`config.mk`:
```
export PLATFORM = sky130hd
export DESIGN_NAME = wheel_cmd_scheduler
export DESIGN_NICKNAME = d
export VERILOG_FILES = /design/src/rtl/wheel_cmd_scheduler.sv
export SDC_FILE = /design/constraint.sdc
export NUM_CORES = 1
export LEC_CHECK = 0
export BUFFER_PORTS_ARGS = -buffer_cell sky130_fd_sc_hd__buf_2
export CELL_PAD_IN_SITES_DETAIL_PLACEMENT = 1
export CELL_PAD_IN_SITES_GLOBAL_PLACEMENT = 1
export CORE_MARGIN = 2
export CORE_UTILIZATION = 46
export CTS_BUF_LIST = sky130_fd_sc_hd__clkbuf_16
export DETAILED_ROUTE_END_ITERATION = 7
export GPL_TIMING_DRIVEN = 1
export PLACE_DENSITY = 0.82
export RECOVER_POWER = 100
export SYNTH_ARGS = -nofsm -noshare
export SYNTH_HDL_FRONTEND = slang
export SYNTH_SLANG_ARGS = --single-unit
```
`constraint.sdc`:
```
create_clock -name clk -period 3.53 [get_ports clk]
set_clock_uncertainty 0.15 [all_clocks]
set_input_delay 0.706 -clock clk [delete_from_list [all_inputs] [get_ports clk]]
set_output_delay 0.706 -clock clk [all_outputs]
set_load 0.03 [all_outputs]
```
`src/rtl/wheel_cmd_scheduler.sv`:
```
// wheel_cmd_scheduler
//   Sequences the signed 8-bit wheel commands for the left/right PWM
//   converters. It accepts target pairs over a valid/ready handshake and
//   buffers one pending pair. Pending targets are applied at PWM frame
//   boundaries. The block also generates the shared 1 MHz tick enable and
//   runs a command watchdog.
//
//   Optional feature macro: WHEEL_SLEW_EN
//     defined   : each output moves at most STEP per frame toward its target
//     undefined : outputs take the target directly at the frame boundary
//
// Ports
//   clk            in   system clock, all state on rising edge
//   reset          in   asynchronous active-high reset
//   cmd_valid      in   new target pair offered
//   cmd_left       in   signed left target
//   cmd_right      in   signed right target
//   cmd_ready      out  pending buffer empty (accept = cmd_valid & cmd_ready)
//   one_MHz_enable out  one-clk pulse every TICK_DIV clocks
//   frame_strobe   out  one-clk pulse, first cycle new outputs are visible
//   left_cmd       out  signed command to left pwm_converter
//   right_cmd      out  signed command to right pwm_converter
//   timeout        out  watchdog expired, targets forced to zero
module wheel_cmd_scheduler #(
  parameter int unsigned TICK_DIV        = 65,
  parameter int unsigned FRAME_TICKS     = 20000,
  parameter int unsigned STEP            = 8,
  parameter int unsigned WATCHDOG_FRAMES = 25
) (
  input  logic       clk,
  input  logic       reset,
  input  logic       cmd_valid,
  input  logic [7:0] cmd_left,
  input  logic [7:0] cmd_right,
  output logic       cmd_ready,
  output logic       one_MHz_enable,
  output logic       frame_strobe,
  output logic [7:0] left_cmd,
  output logic [7:0] right_cmd,
  output logic       timeout
);

  localparam int unsigned TW = (TICK_DIV > 1) ? $clog2(TICK_DIV) : 1;
  localparam int unsigned FW = (FRAME_TICKS > 1) ? $clog2(FRAME_TICKS) : 1;
  localparam int unsigned WW = (WATCHDOG_FRAMES > 1) ? $clog2(WATCHDOG_FRAMES) : 1;

  localparam logic [TW-1:0] TICK_LAST  = TW'(TICK_DIV - 1);
  localparam logic [FW-1:0] FRAME_LAST = FW'(FRAME_TICKS - 1);
  localparam logic [WW-1:0] WD_LAST    = WW'(WATCHDOG_FRAMES - 1);

  typedef enum logic {
    ST_RUN,
    ST_TIMEOUT
  } state_t;

  state_t        state_q, state_d;
  logic [TW-1:0] tick_cnt_q, tick_cnt_d;
  logic [FW-1:0] frame_cnt_q, frame_cnt_d;
  logic [WW-1:0] wd_q, wd_d;
  logic          tick_en_q, tick_en_d;
  logic          strobe_q, strobe_d;
  logic          pend_full_q, pend_full_d;
  logic [7:0]    pend_l_q, pend_l_d;
  logic [7:0]    pend_r_q, pend_r_d;
  logic [7:0]    tgt_l_q, tgt_l_d;
  logic [7:0]    tgt_r_q, tgt_r_d;
  logic [7:0]    out_l_q, out_l_d;
  logic [7:0]    out_r_q, out_r_d;

  logic          tick;
  logic          boundary;
  logic          accept;
  logic [7:0]    eff_l;
  logic [7:0]    eff_r;

  // -128 has no positive counterpart, so it is folded onto -127.
  function automatic logic [7:0] clamp_cmd(input logic [7:0] v);
    clamp_cmd = (v == 8'h80) ? 8'h81 : v;
  endfunction

`ifdef WHEEL_SLEW_EN
  localparam logic signed [8:0] STEP_S = 9'(STEP);
  localparam logic [7:0]        STEP_U = 8'(STEP);

  // The difference is taken in 9 bits so that -127 -> 127 does not wrap.
  // When |diff| <= STEP the target is taken exactly, so the output never
  // overshoots and stays inside the target range.
  function automatic logic [7:0] slew_to(input logic [7:0] tgt,
                                         input logic [7:0] cur);
    logic signed [8:0] diff;
    diff = $signed({tgt[7], tgt}) - $signed({cur[7], cur});
    if (diff > STEP_S) begin
      slew_to = cur + STEP_U;
    end else if (diff < -STEP_S) begin
      slew_to = cur - STEP_U;
    end else begin
      slew_to = tgt;
    end
  endfunction
`endif

  always_comb begin
    tick     = (tick_cnt_q == TICK_LAST);
    boundary = tick && (frame_cnt_q == FRAME_LAST);
    accept   = cmd_valid && !pend_full_q;

    tick_cnt_d  = tick ? '0 : tick_cnt_q + TW'(1);
    frame_cnt_d = frame_cnt_q;
    if (tick) begin
      frame_cnt_d = (frame_cnt_q == FRAME_LAST) ? '0 : frame_cnt_q + FW'(1);
    end
    tick_en_d = tick;
    strobe_d  = boundary;

    state_d     = state_q;
    wd_d        = wd_q;
    pend_full_d = pend_full_q;
    pend_l_d    = pend_l_q;
    pend_r_d    = pend_r_q;
    tgt_l_d     = tgt_l_q;
    tgt_r_d     = tgt_r_q;
    out_l_d     = out_l_q;
    out_r_d     = out_r_q;

    // A pending pair promoted at this boundary already drives this
    // boundary's output step.
    eff_l = pend_full_q ? pend_l_q : tgt_l_q;
    eff_r = pend_full_q ? pend_r_q : tgt_r_q;

    if (boundary) begin
      if (pend_full_q) begin
        tgt_l_d     = pend_l_q;
        tgt_r_d     = pend_r_q;
        pend_full_d = 1'b0;
      end
`ifdef WHEEL_SLEW_EN
      out_l_d = slew_to(eff_l, out_l_q);
      out_r_d = slew_to(eff_r, out_r_q);
`else
      out_l_d = eff_l;
      out_r_d = eff_r;
`endif
    end

    // Accept only happens with pending empty, so it never collides with
    // the pending clear above.
    if (accept) begin
      pend_l_d    = clamp_cmd(cmd_left);
      pend_r_d    = clamp_cmd(cmd_right);
      pend_full_d = 1'b1;
    end

    case (state_q)
      ST_RUN: begin
        if (accept) begin
          wd_d = '0;
        end else if (boundary) begin
          if (wd_q == WD_LAST) begin
            state_d     = ST_TIMEOUT;
            wd_d        = '0;
            tgt_l_d     = '0;
            tgt_r_d     = '0;
            pend_full_d = 1'b0;
          end else begin
            wd_d = wd_q + WW'(1);
          end
        end
      end
      ST_TIMEOUT: begin
        tgt_l_d = '0;
        tgt_r_d = '0;
        wd_d    = '0;
        if (accept) begin
          state_d = ST_RUN;
        end
      end
      default: begin
        state_d = ST_RUN;
      end
    endcase
  end

  always_ff @(posedge clk or posedge reset) begin
    if (reset) begin
      state_q     <= ST_RUN;
      tick_cnt_q  <= '0;
      frame_cnt_q <= '0;
      wd_q        <= '0;
      tick_en_q   <= 1'b0;
      strobe_q    <= 1'b0;
      pend_full_q <= 1'b0;
      pend_l_q    <= '0;
      pend_r_q    <= '0;
      tgt_l_q     <= '0;
      tgt_r_q     <= '0;
      out_l_q     <= '0;
      out_r_q     <= '0;
    end else begin
      state_q     <= state_d;
      tick_cnt_q  <= tick_cnt_d;
      frame_cnt_q <= frame_cnt_d;
      wd_q        <= wd_d;
      tick_en_q   <= tick_en_d;
      strobe_q    <= strobe_d;
      pend_full_q <= pend_full_d;
      pend_l_q    <= pend_l_d;
      pend_r_q    <= pend_r_d;
      tgt_l_q     <= tgt_l_d;
      tgt_r_q     <= tgt_r_d;
      out_l_q     <= out_l_d;
      out_r_q     <= out_r_d;
    end
  end

  assign cmd_ready      = !pend_full_q;
  assign one_MHz_enable = tick_en_q;
  assign frame_strobe   = strobe_q;
  assign left_cmd       = out_l_q;
  assign right_cmd      = out_r_q;
  assign timeout        = (state_q == ST_TIMEOUT);

endmodule

```
## Word level (Yosys, flattened, before mapping)

Cells that the tools add are included.

- Eq/ne operators: 6
- Reductions and logical operators: 3
- Bitwise logic cells: 1
- Multiplexer cells: 31
- Add/subtract/negate cells: 3

Operator list:

| cell | count |
|---|---|
| $mux W8 | 12 |
| $pmux W8 S2 | 2 |
| $eq A8 B8 Y1 const B | 2 |
| $add A15 B1 Y15 const B | 1 |
| $eq A15 B15 Y1 const B | 1 |
| $mux W15 | 1 |
| $mux W5 | 3 |
| $mux W1 | 10 |
| $pmux W5 S2 | 1 |
| $add A7 B1 Y7 const B | 1 |
| $eq A7 B7 Y1 const B | 1 |
| $mux W7 | 1 |
| $add A5 B1 Y5 const B | 1 |
| $eq A5 B5 Y1 const B | 1 |
| $ne A3 B3 Y1 const B | 1 |
| $logic_and A1 B1 Y1 | 2 |
| $pmux W1 S2 | 1 |
| $logic_not A1 Y1 | 1 |
| $not A1 Y1 | 1 |

- Word-level logic and storage cells: 57
- Bits in registers: 79

## Logic depth before layout (Yosys ltp)

- Depth in word-level cells: 8
- Depth in mapped cells: 9

## Worst setup path before layout

Ideal clock, no wire load.

- Kind: in2reg
- Start point: input port cmd_valid
- End point: register pend_r_q[1]
- Setup time: 0.125 ns
- Buffers on the path: 1
- Stages on the path: 3
- Required time: 3.255 ns
- Setup slack: 1.696 ns
- Arrival: 1.559 ns
- Cell sequence: nor2b_1 -> clkbuf_1 -> mux2_2

- Longest elaborated chain between the ends: 1

Ends and longest elaborated chain:

| item | line | text |
|---|---|---|
| start, declared | 32 | `input logic cmd_valid,` |
| $logic_and A1 B1 Y1 | 105 | `accept = cmd_valid && !pend_full_q;` |
| end signal, assigned | 207 | `pend_r_q <= pend_r_d;` |
| end, declared | 64 | `logic [7:0] pend_r_q, pend_r_d;` |

Every way passes these cells.
A chain may end at the register's enable or synchronous reset.

## Worst setup path after layout

- Start point: register tick_cnt_q[0]
- End point: register wd_q[2]

- Longest elaborated chain between the ends: 3

Ends and longest elaborated chain:

| item | line | text |
|---|---|---|
| start, declared | 57 | `logic [TW-1:0] tick_cnt_q, tick_cnt_d;` |
| start signal, assigned | 200 | `tick_cnt_q <= tick_cnt_d;` |
| $eq A7 B7 Y1 | 103 | `tick = (tick_cnt_q == TICK_LAST);` |
| $logic_and A1 B1 Y1 | 104 | `boundary = tick && (frame_cnt_q == FRAME_LAST);` |
| $ne A3 B3 Y1 (no source line) | - |  |
| end signal, assigned | 202 | `wd_q <= wd_d;` |
| end, declared | 59 | `logic [WW-1:0] wd_q, wd_d;` |

Every way passes these cells.

==> reports/summary.md <==
The number of antenna diodes in the final layout is 0. The clock transition time at the flip-flop clock pins of the worst setup and hold paths was 0.06 ns. The top cell types in the final layout, fill and taps aside, are sky130_fd_sc_hd__dfrtp_1, sky130_fd_sc_hd__o21ai_0, sky130_fd_sc_hd__clkbuf_1. The worst path meets setup with 0.567 ns of slack.

For this configuration, the core starts out at a cell density of 47.5%. The global routing usage on met2 was 39.2%. The average instance area after synthesis is 10.8 sq um, and the aggregate global routing overflow is 0. The H-tree generated during clock tree synthesis spans 3 levels. The worst hold path belongs to the class reg2reg. At the later pin of the worst-skew pair, clock insertion delay measures 0.34 ns. Worst-case headroom to the max-slew limit: -35.6%. In this run the power density over the cells is 553 mW/mm^2.

Sorting the synthesized cells by area gives the leading types as sky130_fd_sc_hd__dfrtp_1, sky130_fd_sc_hd__o21ai_0, sky130_fd_sc_hd__mux2i_1. The library cell used as clock root buffer is sky130_fd_sc_hd__clkbuf_16. The floorplan step defined a die boundary enclosing 0.00866 sq mm. After synthesis, flip-flops and latches occupy 54.2% of the total area.

For met3 alone, demand over resource in global routing was 3.38%. The area share of the leading cell type in the synthesized netlist was 54.2%. The cell family contributing the most delay on the critical path was buffers and inverters. The type of destination of the critical path was a flip-flop. Of all nets on the critical path, the largest fanout is 20.

The most common cell after layout, fill and taps aside is sky130_fd_sc_hd__dfrtp_1. For this run, the total global-route usage over all layers was measured as 23.1%. The pre-antenna-repair detailed-routing pass consisted of 4 iterations. Traced cell by cell, the critical path runs through inv_1, ha_1, and4bb_1, nand2_1, inv_1, clkbuf_1, nand4_1, a21oi_1. The run finished, with violations left. In this run the vertical extent of the chip is 93.1 um. The number of placement rows was 32; the number of vias per cell was 5.81. The post-cts gate resize count was 0; the number of max-cap violations was 1. Once detail routing completed, the nets flagged for antenna violations numbered 0. The checks that failed: max-capacitance violations, max-slew violations. The clock drives 79 sinks.

The tools report the maximum number of buffers from clock root to sink as 2. Setup repair after global routing left no endpoint under its margin. The final weighted congestion of routability-driven global placement was 0.755; the mean routed wirelength per cell was 19.0 um. Entering global routing, the biggest net connects 46 pins. Post-placement setup slack: 1.02 ns. The final count of negative-setup-slack endpoints came out at 0. In the routed design, unresolved DRC markers number 0.

The cell type with the largest total area after synthesis is sky130_fd_sc_hd__dfrtp_1. TritonCTS built the clock tree. Counting every net in the synthesized netlist gives 361.

The total of warnings raised by yosys is 0, and the number of distinct standard cells referenced by the synthesized netlist is 46. In this run, the number of DRC markers left after iteration 0 of detailed routing was 164. The largest individual stage delay along the critical path comes from the cell sky130_fd_sc_hd__clkbuf_1.

The number of input and output port buffers inserted was 38. The run gives 3.05 ns as the worst path arrival time. Cells with a size suffix above 1 make up 14.2% of the layout.

The logs give 338 MHz for the top achievable clock speed and 0 for the initial antenna violation count. The width of the die is 93.1 um, and the met1 usage is 29.9%. The most heavily used metal layer in global routing is met2. In this design, the critical path's most frequently occurring cell is sky130_fd_sc_hd__inv_1.

The first global-routing pass estimated 15,600 um of wire. Total power for the finished layout comes to 2320 uW. The worst-margin pin slew is 2.02 ns, and the data required time of the worst path is 3.62 ns.

The count of hold buffers inserted by post-cts repair is 0, and the count of pins over their slew limit is 46. Of the available clock period, the critical path in the final layout requires 83.9%. The area overhead of the layout relative to synthesis was 15.0%; the I/O pin count was 39. Layout net count: 398.

Counting flops with a built-in enable in the synthesized netlist gives 0. The classification of the worst setup path is reg2reg. After clock tree synthesis, the setup repair step added 0 buffers. Clock tree synthesis inserted a total of 9 buffers. The largest stage delay on the critical path came out at 0.83 ns. Once detailed placement completed, the half-perimeter wirelength came to 6060 um. The register bit total from synthesis works out to 79.

For this run, the leading register cell type out of synthesis is sky130_fd_sc_hd__dfrtp_1. Across the VDD grid, the largest voltage drop is 0.291 mV. Summed over all layers, the routed wires come to 9150 um. The total number of vias is 2,795. Counting both buffers and inverters, the worst setup path holds a total of 3. In this run the static leakage power is 0.00182 uW. The run gives 3,058 as the number of global-route vias before repair.

The category of the worst setup path launch point was a flip-flop. After technology mapping, the gate count stands at 337. The post-layout minimum cycle time is 2.96 ns, and the placeable core region is 0.00769 sq mm.

The run gives 0 as the final hold violation count. After routing, the total negative slack on setup checks comes to 0 ns. Summing every instance area after synthesis gives 0.00365 sq mm. Counting flops with an async set or reset pin after synthesis yields a share of 100%.
[flip-flops by register name, indices dropped and copies added (netlist names), 5 cells and up]
name         cells
pend_r_q         8
left_cmd         8
tgt_l_q          8
tgt_r_q          8
right_cmd        8
pend_l_q         8
wd_q             5
frame_cnt_q     15
tick_cnt_q       7
[worst reg2reg max path: stages, from the launching register on]
cell,delay (ns)
sky130_fd_sc_hd__dfrtp_1,0.42
sky130_fd_sc_hd__inv_1,0.07
sky130_fd_sc_hd__ha_1,0.14
sky130_fd_sc_hd__and4bb_1,0.32
sky130_fd_sc_hd__nand2_1,0.11
sky130_fd_sc_hd__inv_1,0.31
sky130_fd_sc_hd__clkbuf_1,0.83
sky130_fd_sc_hd__nand4_1,0.23
sky130_fd_sc_hd__a21oi_1,0.28
[cell type report]
cell class,instances,area [sq um]
clock buffer,9,225
clock inverter,7,120
fill,869,3490
inverter,12,46.3
multi-input combinational,225,1490
sequential,79,1980
tap,102,128
timing repair buffer,47,206
[cell usage after synthesis, types with 2 or more instances]
| library cell | instances |
|---|---|
| sky130_fd_sc_hd__buf_6 | 2 |
| sky130_fd_sc_hd__mux2_2 | 14 |
| sky130_fd_sc_hd__a21oi_1 | 26 |
| sky130_fd_sc_hd__nand4_1 | 22 |
| sky130_fd_sc_hd__ha_1 | 5 |
| sky130_fd_sc_hd__nand2_1 | 12 |
| sky130_fd_sc_hd__nor3_1 | 3 |
| sky130_fd_sc_hd__nor2_1 | 10 |
| sky130_fd_sc_hd__and3_1 | 3 |
| sky130_fd_sc_hd__o31a_1 | 2 |
| sky130_fd_sc_hd__o21ai_0 | 35 |
| sky130_fd_sc_hd__o21ai_1 | 20 |
| sky130_fd_sc_hd__buf_4 | 3 |
| sky130_fd_sc_hd__nand3_1 | 11 |
| sky130_fd_sc_hd__o31ai_1 | 2 |
| sky130_fd_sc_hd__dfrtp_1 | 79 |
| sky130_fd_sc_hd__and2_1 | 2 |
| sky130_fd_sc_hd__nor2b_1 | 3 |
| sky130_fd_sc_hd__a311oi_1 | 2 |
| sky130_fd_sc_hd__buf_2 | 5 |
| sky130_fd_sc_hd__xnor2_1 | 10 |
| sky130_fd_sc_hd__xor2_1 | 2 |
| sky130_fd_sc_hd__nand4_2 | 2 |
| sky130_fd_sc_hd__mux2i_1 | 17 |
| sky130_fd_sc_hd__and4_1 | 3 |
| sky130_fd_sc_hd__nor4b_1 | 2 |
| sky130_fd_sc_hd__clkbuf_1 | 10 |
| sky130_fd_sc_hd__nand2_2 | 2 |
| sky130_fd_sc_hd__inv_1 | 11 |
[cell families after synthesis]
group / after synthesis / share of synthesized area, %
fa+ha+maj: 5 / 1.71
xor+xnor: 12 / 2.88
flops: 79 / 54.2
compound gates: 92 / 13.6
mux: 31 / 8.98
buf+inv: 33 / 4.29
simple gates: 85 / 14.4
[routing by layer]
metal  vias up  wire, um
li1       1300         -
met1      1424      4040
met2        59      4670
met3        12       315
met4         0       131
met5         -         0
[final timing paths]
kind | from | to | cells past startpoint | slack [ns]
max | tick_cnt_q[0] | wd_q[2] | 8 | 0.57
min | frame_cnt_q[11] | frame_cnt_q[11] | 1 | 0.34
max reg2reg | tick_cnt_q[0] | wd_q[2] | 8 | 0.57
min reg2reg | frame_cnt_q[11] | frame_cnt_q[11] | 1 | 0.34
max in group asynchronous | reset | tgt_r_q[2] | 3 | 0.86
min in group asynchronous | reset | frame_cnt_q[13] | 2 | 0.73
[report_power, final]
| part | internal, uW | switching [uW] |
|---|---|---|
| clock | 693 | 380 |
| combinational | 98.9 | 87.4 |
| sequential | 983 | 76.9 |
[stage by stage]
step | cell area (sq um) | hold slack (ns) | util [%] | cells
floorplan | 3650 | 0.288 | - | 337
global placement | 3920 | 0.308 | 51.0 | 465
detailed placement | 3920 | 0.332 | 51.0 | 465
CTS | 4270 | 0.340 | 55.5 | 481
global route | 4200 | 0.348 | 54.6 | 481
finish | 4200 | 0.340 | 54.6 | 481
Power figures use the tool's default switching activity.
